===== config.mk =====
export PLATFORM = sky130hd
export DESIGN_NAME = culsans_ace_tagger
export DESIGN_NICKNAME = d
export VERILOG_FILES = /design/src/rtl/culsans_ace_tagger.sv
export SDC_FILE = /design/constraint.sdc
export NUM_CORES = 1
export LEC_CHECK = 0
export ABC_AREA = 1
export BUFFER_PORTS_ARGS = -buffer_cell sky130_fd_sc_hd__buf_2
export CELL_PAD_IN_SITES_DETAIL_PLACEMENT = 1
export CELL_PAD_IN_SITES_GLOBAL_PLACEMENT = 1
export CORE_AREA = 2 2 319 321
export CTS_BUF_LIST = sky130_fd_sc_hd__clkbuf_4 sky130_fd_sc_hd__clkbuf_8 sky130_fd_sc_hd__clkbuf_16
export DETAILED_ROUTE_END_ITERATION = 10
export DIE_AREA = 0 0 321 323
export GPL_TIMING_DRIVEN = 0
export MAX_ROUTING_LAYER = met4
export PLACE_DENSITY_LB_ADDON = 0.25
export SYNTH_ARGS = -nofsm -noshare
export SYNTH_HDL_FRONTEND = slang
export SYNTH_SLANG_ARGS = --single-unit

===== constraint.sdc =====
create_clock -name clk_i -period 14.64 [get_ports clk_i]
set_input_delay 0.732 -clock clk_i [delete_from_list [all_inputs] [get_ports clk_i]]
set_output_delay 0.732 -clock clk_i [all_outputs]
set_load 0.02 [all_outputs]

===== src/rtl/culsans_ace_tagger.sv =====
// culsans_ace_tagger: tags bypass AXI AR/AW requests with ACE snoop/domain/bar fields.
// Latency: 1 cycle on AR/AW through a 2-entry buffer; W/B/R combinational, 0 cycles.
// Backpressure: slave ar/aw ready drops only when its buffer is full (flop-decoded).
// Optional macro CULSANS_TAGGER_STATS_EN enables the shared-request counters.

package culsans_pkg;
    typedef logic [3:0]  id_t;
    typedef logic [63:0] addr_t;
    typedef logic [63:0] data_t;
    typedef logic [7:0]  strb_t;

    typedef struct packed {
        id_t        id;
        addr_t      addr;
        logic [7:0] len;
        logic [2:0] size;
        logic [1:0] burst;
        logic       lock;
        logic [3:0] cache;
        logic [2:0] prot;
        logic [3:0] qos;
        logic [3:0] region;
        logic [5:0] atop;
        logic [2:0] snoop;
        logic [1:0] bar;
        logic [1:0] domain;
        logic       awunique;
    } aw_chan_t;

    typedef struct packed {
        id_t        id;
        addr_t      addr;
        logic [7:0] len;
        logic [2:0] size;
        logic [1:0] burst;
        logic       lock;
        logic [3:0] cache;
        logic [2:0] prot;
        logic [3:0] qos;
        logic [3:0] region;
        logic [3:0] snoop;
        logic [1:0] bar;
        logic [1:0] domain;
    } ar_chan_t;

    typedef struct packed {
        data_t data;
        strb_t strb;
        logic  last;
    } w_chan_t;

    typedef struct packed {
        id_t        id;
        logic [1:0] resp;
    } b_chan_t;

    typedef struct packed {
        id_t        id;
        data_t      data;
        logic [3:0] resp;
        logic       last;
    } r_chan_t;

    typedef struct packed {
        aw_chan_t aw;
        logic     aw_valid;
        w_chan_t  w;
        logic     w_valid;
        logic     b_ready;
        ar_chan_t ar;
        logic     ar_valid;
        logic     r_ready;
    } req_t;

    typedef struct packed {
        logic    aw_ready;
        logic    ar_ready;
        logic    w_ready;
        logic    b_valid;
        b_chan_t b;
        logic    r_valid;
        r_chan_t r;
    } resp_t;
endpackage

// culsans_tagger_fifo: 2-entry in-order buffer for one address channel.
// Latency: 1 cycle push-to-pop; no bypass path, head entry always drives o_pop_dat.
// Backpressure: o_push_rdy low when full, even if a pop happens in the same cycle.
module culsans_tagger_fifo #(
    parameter type T = logic
) (
    input  logic clk_i,
    input  logic rst_ni,
    input  logic i_push_vld,
    output logic o_push_rdy,
    input  T     i_push_dat,
    output logic o_pop_vld,
    input  logic i_pop_rdy,
    output T     o_pop_dat
);
    T           r_mem [2];
    logic       r_wptr;
    logic       r_rptr;
    logic [1:0] r_cnt;
    logic       w_push;
    logic       w_pop;

    assign o_push_rdy = (r_cnt != 2'd2);
    assign o_pop_vld  = (r_cnt != 2'd0);
    assign o_pop_dat  = r_mem[r_rptr];
    assign w_push     = i_push_vld && o_push_rdy;
    assign w_pop      = o_pop_vld && i_pop_rdy;

    // Pointers and occupancy; simultaneous push/pop keeps count and advances both.
    always_ff @(posedge clk_i or negedge rst_ni) begin
        if (!rst_ni) begin
            r_wptr <= 1'b0;
            r_rptr <= 1'b0;
            r_cnt  <= 2'd0;
        end else begin
            if (w_push) r_wptr <= ~r_wptr;
            if (w_pop)  r_rptr <= ~r_rptr;
            case ({w_push, w_pop})
                2'b10:   r_cnt <= r_cnt + 2'd1;
                2'b01:   r_cnt <= r_cnt - 2'd1;
                default: r_cnt <= r_cnt;
            endcase
        end
    end

    // Payload storage; contents are don't-care until the count says otherwise.
    always_ff @(posedge clk_i) begin
        if (w_push) r_mem[r_wptr] <= i_push_dat;
    end
endmodule

// culsans_ace_tagger: classifies AR/AW addresses (device/shared/private) and tags ACE fields.
// Latency: 1 cycle acceptance-to-master-valid per address channel; W/B/R 0 cycles.
// Backpressure: AR/AW ready from buffer occupancy only, no path from mst_resp_i.
module culsans_ace_tagger #(
    parameter logic [63:0] SharedBase   = 64'h8004_0000,
    parameter logic [63:0] SharedLength = 64'h4_0000,
    parameter logic [63:0] DeviceLimit  = 64'h8000_0000,
    parameter int unsigned CntWidth     = 32
) (
    input  logic                  clk_i,
    input  logic                  rst_ni,
    input  culsans_pkg::req_t     slv_req_i,
    output culsans_pkg::resp_t    slv_resp_o,
    output culsans_pkg::req_t     mst_req_o,
    input  culsans_pkg::resp_t    mst_resp_i,
    output logic [CntWidth-1:0]   shared_rd_cnt_o,
    output logic [CntWidth-1:0]   shared_wr_cnt_o
);
    import culsans_pkg::*;

    // 65-bit end bound so base + length can never wrap.
    localparam logic [64:0] SharedEnd = {1'b0, SharedBase} + {1'b0, SharedLength};

    logic     w_ar_shared, w_ar_device;
    logic     w_aw_shared, w_aw_device;
    ar_chan_t w_ar_tagged, w_ar_head;
    aw_chan_t w_aw_tagged, w_aw_head;
    logic     w_ar_rdy, w_ar_vld, w_ar_push;
    logic     w_aw_rdy, w_aw_vld, w_aw_push;

    assign w_ar_shared = (slv_req_i.ar.addr >= SharedBase) &&
                         ({1'b0, slv_req_i.ar.addr} < SharedEnd);
    assign w_ar_device = (slv_req_i.ar.addr < DeviceLimit);
    assign w_aw_shared = (slv_req_i.aw.addr >= SharedBase) &&
                         ({1'b0, slv_req_i.aw.addr} < SharedEnd);
    assign w_aw_device = (slv_req_i.aw.addr < DeviceLimit);

    assign w_ar_push = slv_req_i.ar_valid && w_ar_rdy;
    assign w_aw_push = slv_req_i.aw_valid && w_aw_rdy;

    // AR tagging: ReadOnce/inner-shareable for shared, system domain for device, else NoSnoop.
    always_comb begin
        w_ar_tagged        = slv_req_i.ar;
        w_ar_tagged.snoop  = 4'b0000;
        w_ar_tagged.bar    = 2'b00;
        w_ar_tagged.domain = 2'b00;
        if (w_ar_shared)      w_ar_tagged.domain = 2'b01;
        else if (w_ar_device) w_ar_tagged.domain = 2'b11;
    end

    // AW tagging: WriteUnique/inner-shareable for shared, system domain for device, else NoSnoop.
    always_comb begin
        w_aw_tagged          = slv_req_i.aw;
        w_aw_tagged.snoop    = 3'b000;
        w_aw_tagged.bar      = 2'b00;
        w_aw_tagged.awunique = 1'b0;
        w_aw_tagged.domain   = 2'b00;
        if (w_aw_shared)      w_aw_tagged.domain = 2'b01;
        else if (w_aw_device) w_aw_tagged.domain = 2'b11;
    end

    culsans_tagger_fifo #(.T(ar_chan_t)) u_ar_fifo (
        .clk_i      (clk_i),
        .rst_ni     (rst_ni),
        .i_push_vld (slv_req_i.ar_valid),
        .o_push_rdy (w_ar_rdy),
        .i_push_dat (w_ar_tagged),
        .o_pop_vld  (w_ar_vld),
        .i_pop_rdy  (mst_resp_i.ar_ready),
        .o_pop_dat  (w_ar_head)
    );

    culsans_tagger_fifo #(.T(aw_chan_t)) u_aw_fifo (
        .clk_i      (clk_i),
        .rst_ni     (rst_ni),
        .i_push_vld (slv_req_i.aw_valid),
        .o_push_rdy (w_aw_rdy),
        .i_push_dat (w_aw_tagged),
        .o_pop_vld  (w_aw_vld),
        .i_pop_rdy  (mst_resp_i.aw_ready),
        .o_pop_dat  (w_aw_head)
    );

    // W/B/R pass straight through; only the address channels come from the buffers.
    always_comb begin
        mst_req_o          = slv_req_i;
        mst_req_o.ar       = w_ar_head;
        mst_req_o.ar_valid = w_ar_vld;
        mst_req_o.aw       = w_aw_head;
        mst_req_o.aw_valid = w_aw_vld;
        slv_resp_o          = mst_resp_i;
        slv_resp_o.ar_ready = w_ar_rdy;
        slv_resp_o.aw_ready = w_aw_rdy;
    end

`ifdef CULSANS_TAGGER_STATS_EN
    localparam logic [CntWidth-1:0] CntOne = {{(CntWidth-1){1'b0}}, 1'b1};

    logic [CntWidth-1:0] r_rd_cnt;
    logic [CntWidth-1:0] r_wr_cnt;

    // Saturating counts of shared-region requests accepted from the core.
    always_ff @(posedge clk_i or negedge rst_ni) begin
        if (!rst_ni) begin
            r_rd_cnt <= '0;
            r_wr_cnt <= '0;
        end else begin
            if (w_ar_push && w_ar_shared && (r_rd_cnt != '1)) r_rd_cnt <= r_rd_cnt + CntOne;
            if (w_aw_push && w_aw_shared && (r_wr_cnt != '1)) r_wr_cnt <= r_wr_cnt + CntOne;
        end
    end

    assign shared_rd_cnt_o = r_rd_cnt;
    assign shared_wr_cnt_o = r_wr_cnt;
`else
    assign shared_rd_cnt_o = '0;
    assign shared_wr_cnt_o = '0;
`endif
endmodule

==> results by group <==
Run status
  – Status: finished clean

Place
  – Gpl congestion: 0.775
  – I/O Buffers: 571
  – Cell count after placement: 3442
  – Pre-CTS WS: 12.20 ns
  – Placed Area: 22600 sq um
  – Dpl hpwl: 59900 um

Timing
  – Max-slew violation count: 0
  – Setup TNS: 0 ns
  – Min Clock Period, post-route: 2.86 ns
  – Final setup fails: 0
  – Peak clock frequency supported by timing: 0.349 GHz
  – Slew Limit Headroom: 36.0%
  – Final hold vios: 0
  – Hold_ws: 0.311 ns
  – Final clock skew: 0.0130 ns
  – Tcrit/Tclk final: 19.6%
  – Slack of the critical path: 11.78 ns
  – Least-Margin Pin Slew: 0.957 ns
  – RSZ-0062 raised after global routing: no

Worst setup path
  – CP startpoint kind: flop
  – Reg2reg setup slack: 12.43 ns
  – CP Capture Type: output port
  – Crit path DAT: 2.13 ns
  – CP max FO: 10
  – Critical Path, Cell by Cell: buf_4 > inv_4 > buf_6 > buf_6 > nand2_1 > nand2_1 > buf_2
  – CP bufs+invs: 5
  – Worst path required time: 13.91 ns
  – Reg2reg end: u_ar_fifo.r_mem[1][14]
  – CP max stage delay: 0.35 ns
  – Critical path's top delay family: buffers and inverters
  – Slowest CP cell: dfrtp_1
  – Worst R2R Path Depth: 5
  – Setup CP Type: reg -> out
  – Crit path depth: 7
  – Crit Reg-Reg Startpoint: u_ar_fifo.r_cnt[0]

Floorplanning
  – Die Ht: 323 um
  – Die area: 104000 sq um
  – Cell Rows: 117
  – Ports: 822
  – Initial core utilization: 17.4%
  – Std-Cell Core Area: 101000 sq um
  – Die W: 321 um

Clock tree
  – Clock root cell: clkbuf_16
  – H-tree levels: 2
  – Post-CTS sizing: 0
  – Worst-path clk slew: 0.06 ns
  – CTS tree: yes
  – CTS Sinks: 416
  – Longest Clk Path Bufs: 3
  – Num CTS Buffers: 50
  – Clk Latency, worst-skew pair: 0.60 ns

Detailed routing
  – Routed wire length: 72900 um
  – WL met3: 7400 um
  – Via count: 12616
  – WL met1: 27300 um
  – Initial DRC Count: 509
  – Routed Antenna Nets: 0
  – DRC: 0
  – Met2 routed WL: 36600 um
  – Routed wire length per instance: 20.5 um
  – First-pass detailed-route iteration total: 4
  – Top sig layer: met4
  – Via-per-instance ratio: 3.56

Pwr
  – Flop pwr share: 35.3%
  – Power Density: 197 nW/um^2
  – Logic pwr share: 39.8%
  – Max VDD drop: 109 uV
  – Clock power frac: 24.8%
  – Psw: 1.91 mW
  – Tot Pwr: 4.76 mW
  – Sw Ratio: 40.1%
  – Power Internal: 2.85 mW
  – Leakage: 11.0 nW

Yosys
  – Compound-Gate Fraction of Synth Area: 0.257%
  – Synth Register Bits: 416
  – Share of the synthesized area in the top cell type: 70.0%
  – Fraction of synthesized area in multiplexers: 0%
  – Main combinational cell family by area after synthesis: simple AND/OR/NAND/NOR gates
  – Avg Inst Size Synth: 11.9 sq um
  – Synth Area in XOR/XNOR: 0.300%
  – Synth Area in Simple Gates: 15.3%
  – Synth area leader: edfxtp_1
  – Synth Area in Adders: 0.143%
  – Post-Syn Instances: 1473
  – Sequential area share after synthesis: 71.1%
  – Synth Warn #: 0
  – Post-Syn Area: 17500 sq um
  – Synth unique cells: 18
  – Ranking of synthesized cells by area: edfxtp_1, nand2_1, buf_4, nor2_1, dfrtp_1

GRT
  – GRT Total Usage: 13.8%
  – Total gr overflow: 0
  – Largest net degree at the start of global routing: 31
  – First-pass GRT wire length: 97400 um
  – Initial antenna violation count: 45
  – Number of global-route vias before repair: 13126

Final layout
  – Finished Core Util: 24.0%
  – Post-layout nets: 2568
  – Fin cells: 3548
  – Fill cells: 11634
  – Post-layout instance area: 24200 sq um
  – Register area: 12500 sq um
  – Multi-input logic area: 3130 sq um
  – Syn-to-layout area delta: 38.2%
  – Fraction of layout cells with a size suffix above 1: 42.7%

Job
  – Max-capacitance violation count: 0

Min path
  – Min-Delay Endpoint: u_ar_fifo.r_mem[1][28]
  – Class of the worst hold path: in -> reg
  – Hold depth: 1
  – Min-delay src: slv_req_i[36]
## cell usage after synthesis
cell	n
a21oi_1	4
nand4_1	2
nor2_1	54
nand2_1	652
xor2_1	4
ha_1	2
buf_2	28
inv_1	44
inv_4	2
a21boi_0	2
conb_1	1
o21ai_0	2
xnor2_1	2
dfrtp_1	8
buf_4	248
buf_6	6
and2_1	4
edfxtp_1	408
## how the worst max path moves through the flow
stage                startpoint                      to  slack, ns
2_1_floorplan    slv_req_i[182]   u_aw_fifo.r_mem[1][0]       8.86
3_3_place_gp     slv_req_i[182]  u_aw_fifo.r_mem[1][91]       5.06
3_5_place_dp       slv_req_i[1]  u_ar_fifo.r_mem[0][20]      12.20
4_1_cts        u_aw_fifo.r_rptr          mst_req_o[271]      11.54
5_1_grt        u_aw_fifo.r_rptr          mst_req_o[271]      11.51
6_report       u_aw_fifo.r_rptr          mst_req_o[271]      11.78
## registers in the layout, summed over array words and instances (netlist names)
| signal | flops |
|---|---|
| u_aw_fifo.r_wptr | 1 |
| u_ar_fifo.r_wptr | 1 |
| u_ar_fifo.r_mem | 198 |
| u_ar_fifo.r_rptr | 1 |
| u_ar_fifo.r_cnt | 2 |
| u_aw_fifo.r_mem | 210 |
| u_aw_fifo.r_cnt | 2 |
| u_aw_fifo.r_rptr | 1 |
## repair_timing
item,in CTS,in global routing
hold buffers,1,0
buffers inserted,0,0
setup endpoints to repair,0,0
endpoints found under the hold margin,8,0
## layout make-up
cell class | count | share of cell area (%)
sequential | 416 | 51.5
tap | 1309 | 6.77
multi-input combinational | 804 | 12.9
timing repair buffer | 586 | 13.0
antenna | 18 | 0.186
buffer | 282 | 8.55
inverter | 46 | 0.734
clock inverter | 24 | 0.693
clock buffer | 63 | 5.65
## metal layers
metal  vias to the layer above  GRT usage [%]
li1                       5961              -
met1                      5990           14.7
met2                       557           24.0
met3                       108           5.71
met4                         0           3.09
met5                         -              -
## power by group through the flow
stage	clock (mW)	combinational (mW)	sequential, mW
3_5_place_dp	0	1.97	1.71
4_1_cts	1.23	1.97	1.68
6_report	1.18	1.89	1.68
5_1_grt	1.28	2.09	1.70
3_3_place_gp	0	1.88	1.79
2_1_floorplan	0	1.08	1.74
## logic make-up (layout without fill, tap and decap cells)
group,count (synthesis),count (layout)
buffers and inverters,328,1001
AO/OA/AOI/OAI,8,8
other,1,94
flip-flops,416,416
XOR/XNOR,6,6
AND/OR/NAND/NOR,712,712
adder cells (fa/ha/maj),2,2
## cell usage in the layout, fill, tap and decap left out, types with 13 or more instances in the layout
master / n
edfxtp_1: 408
nor2_1: 50
diode_2: 18
clkbuf_16: 51
conb_1: 76
buf_4: 248
nand2_1: 652
buf_2: 599
buf_12: 13
inv_1: 44
Power figures use the tool's default switching activity.
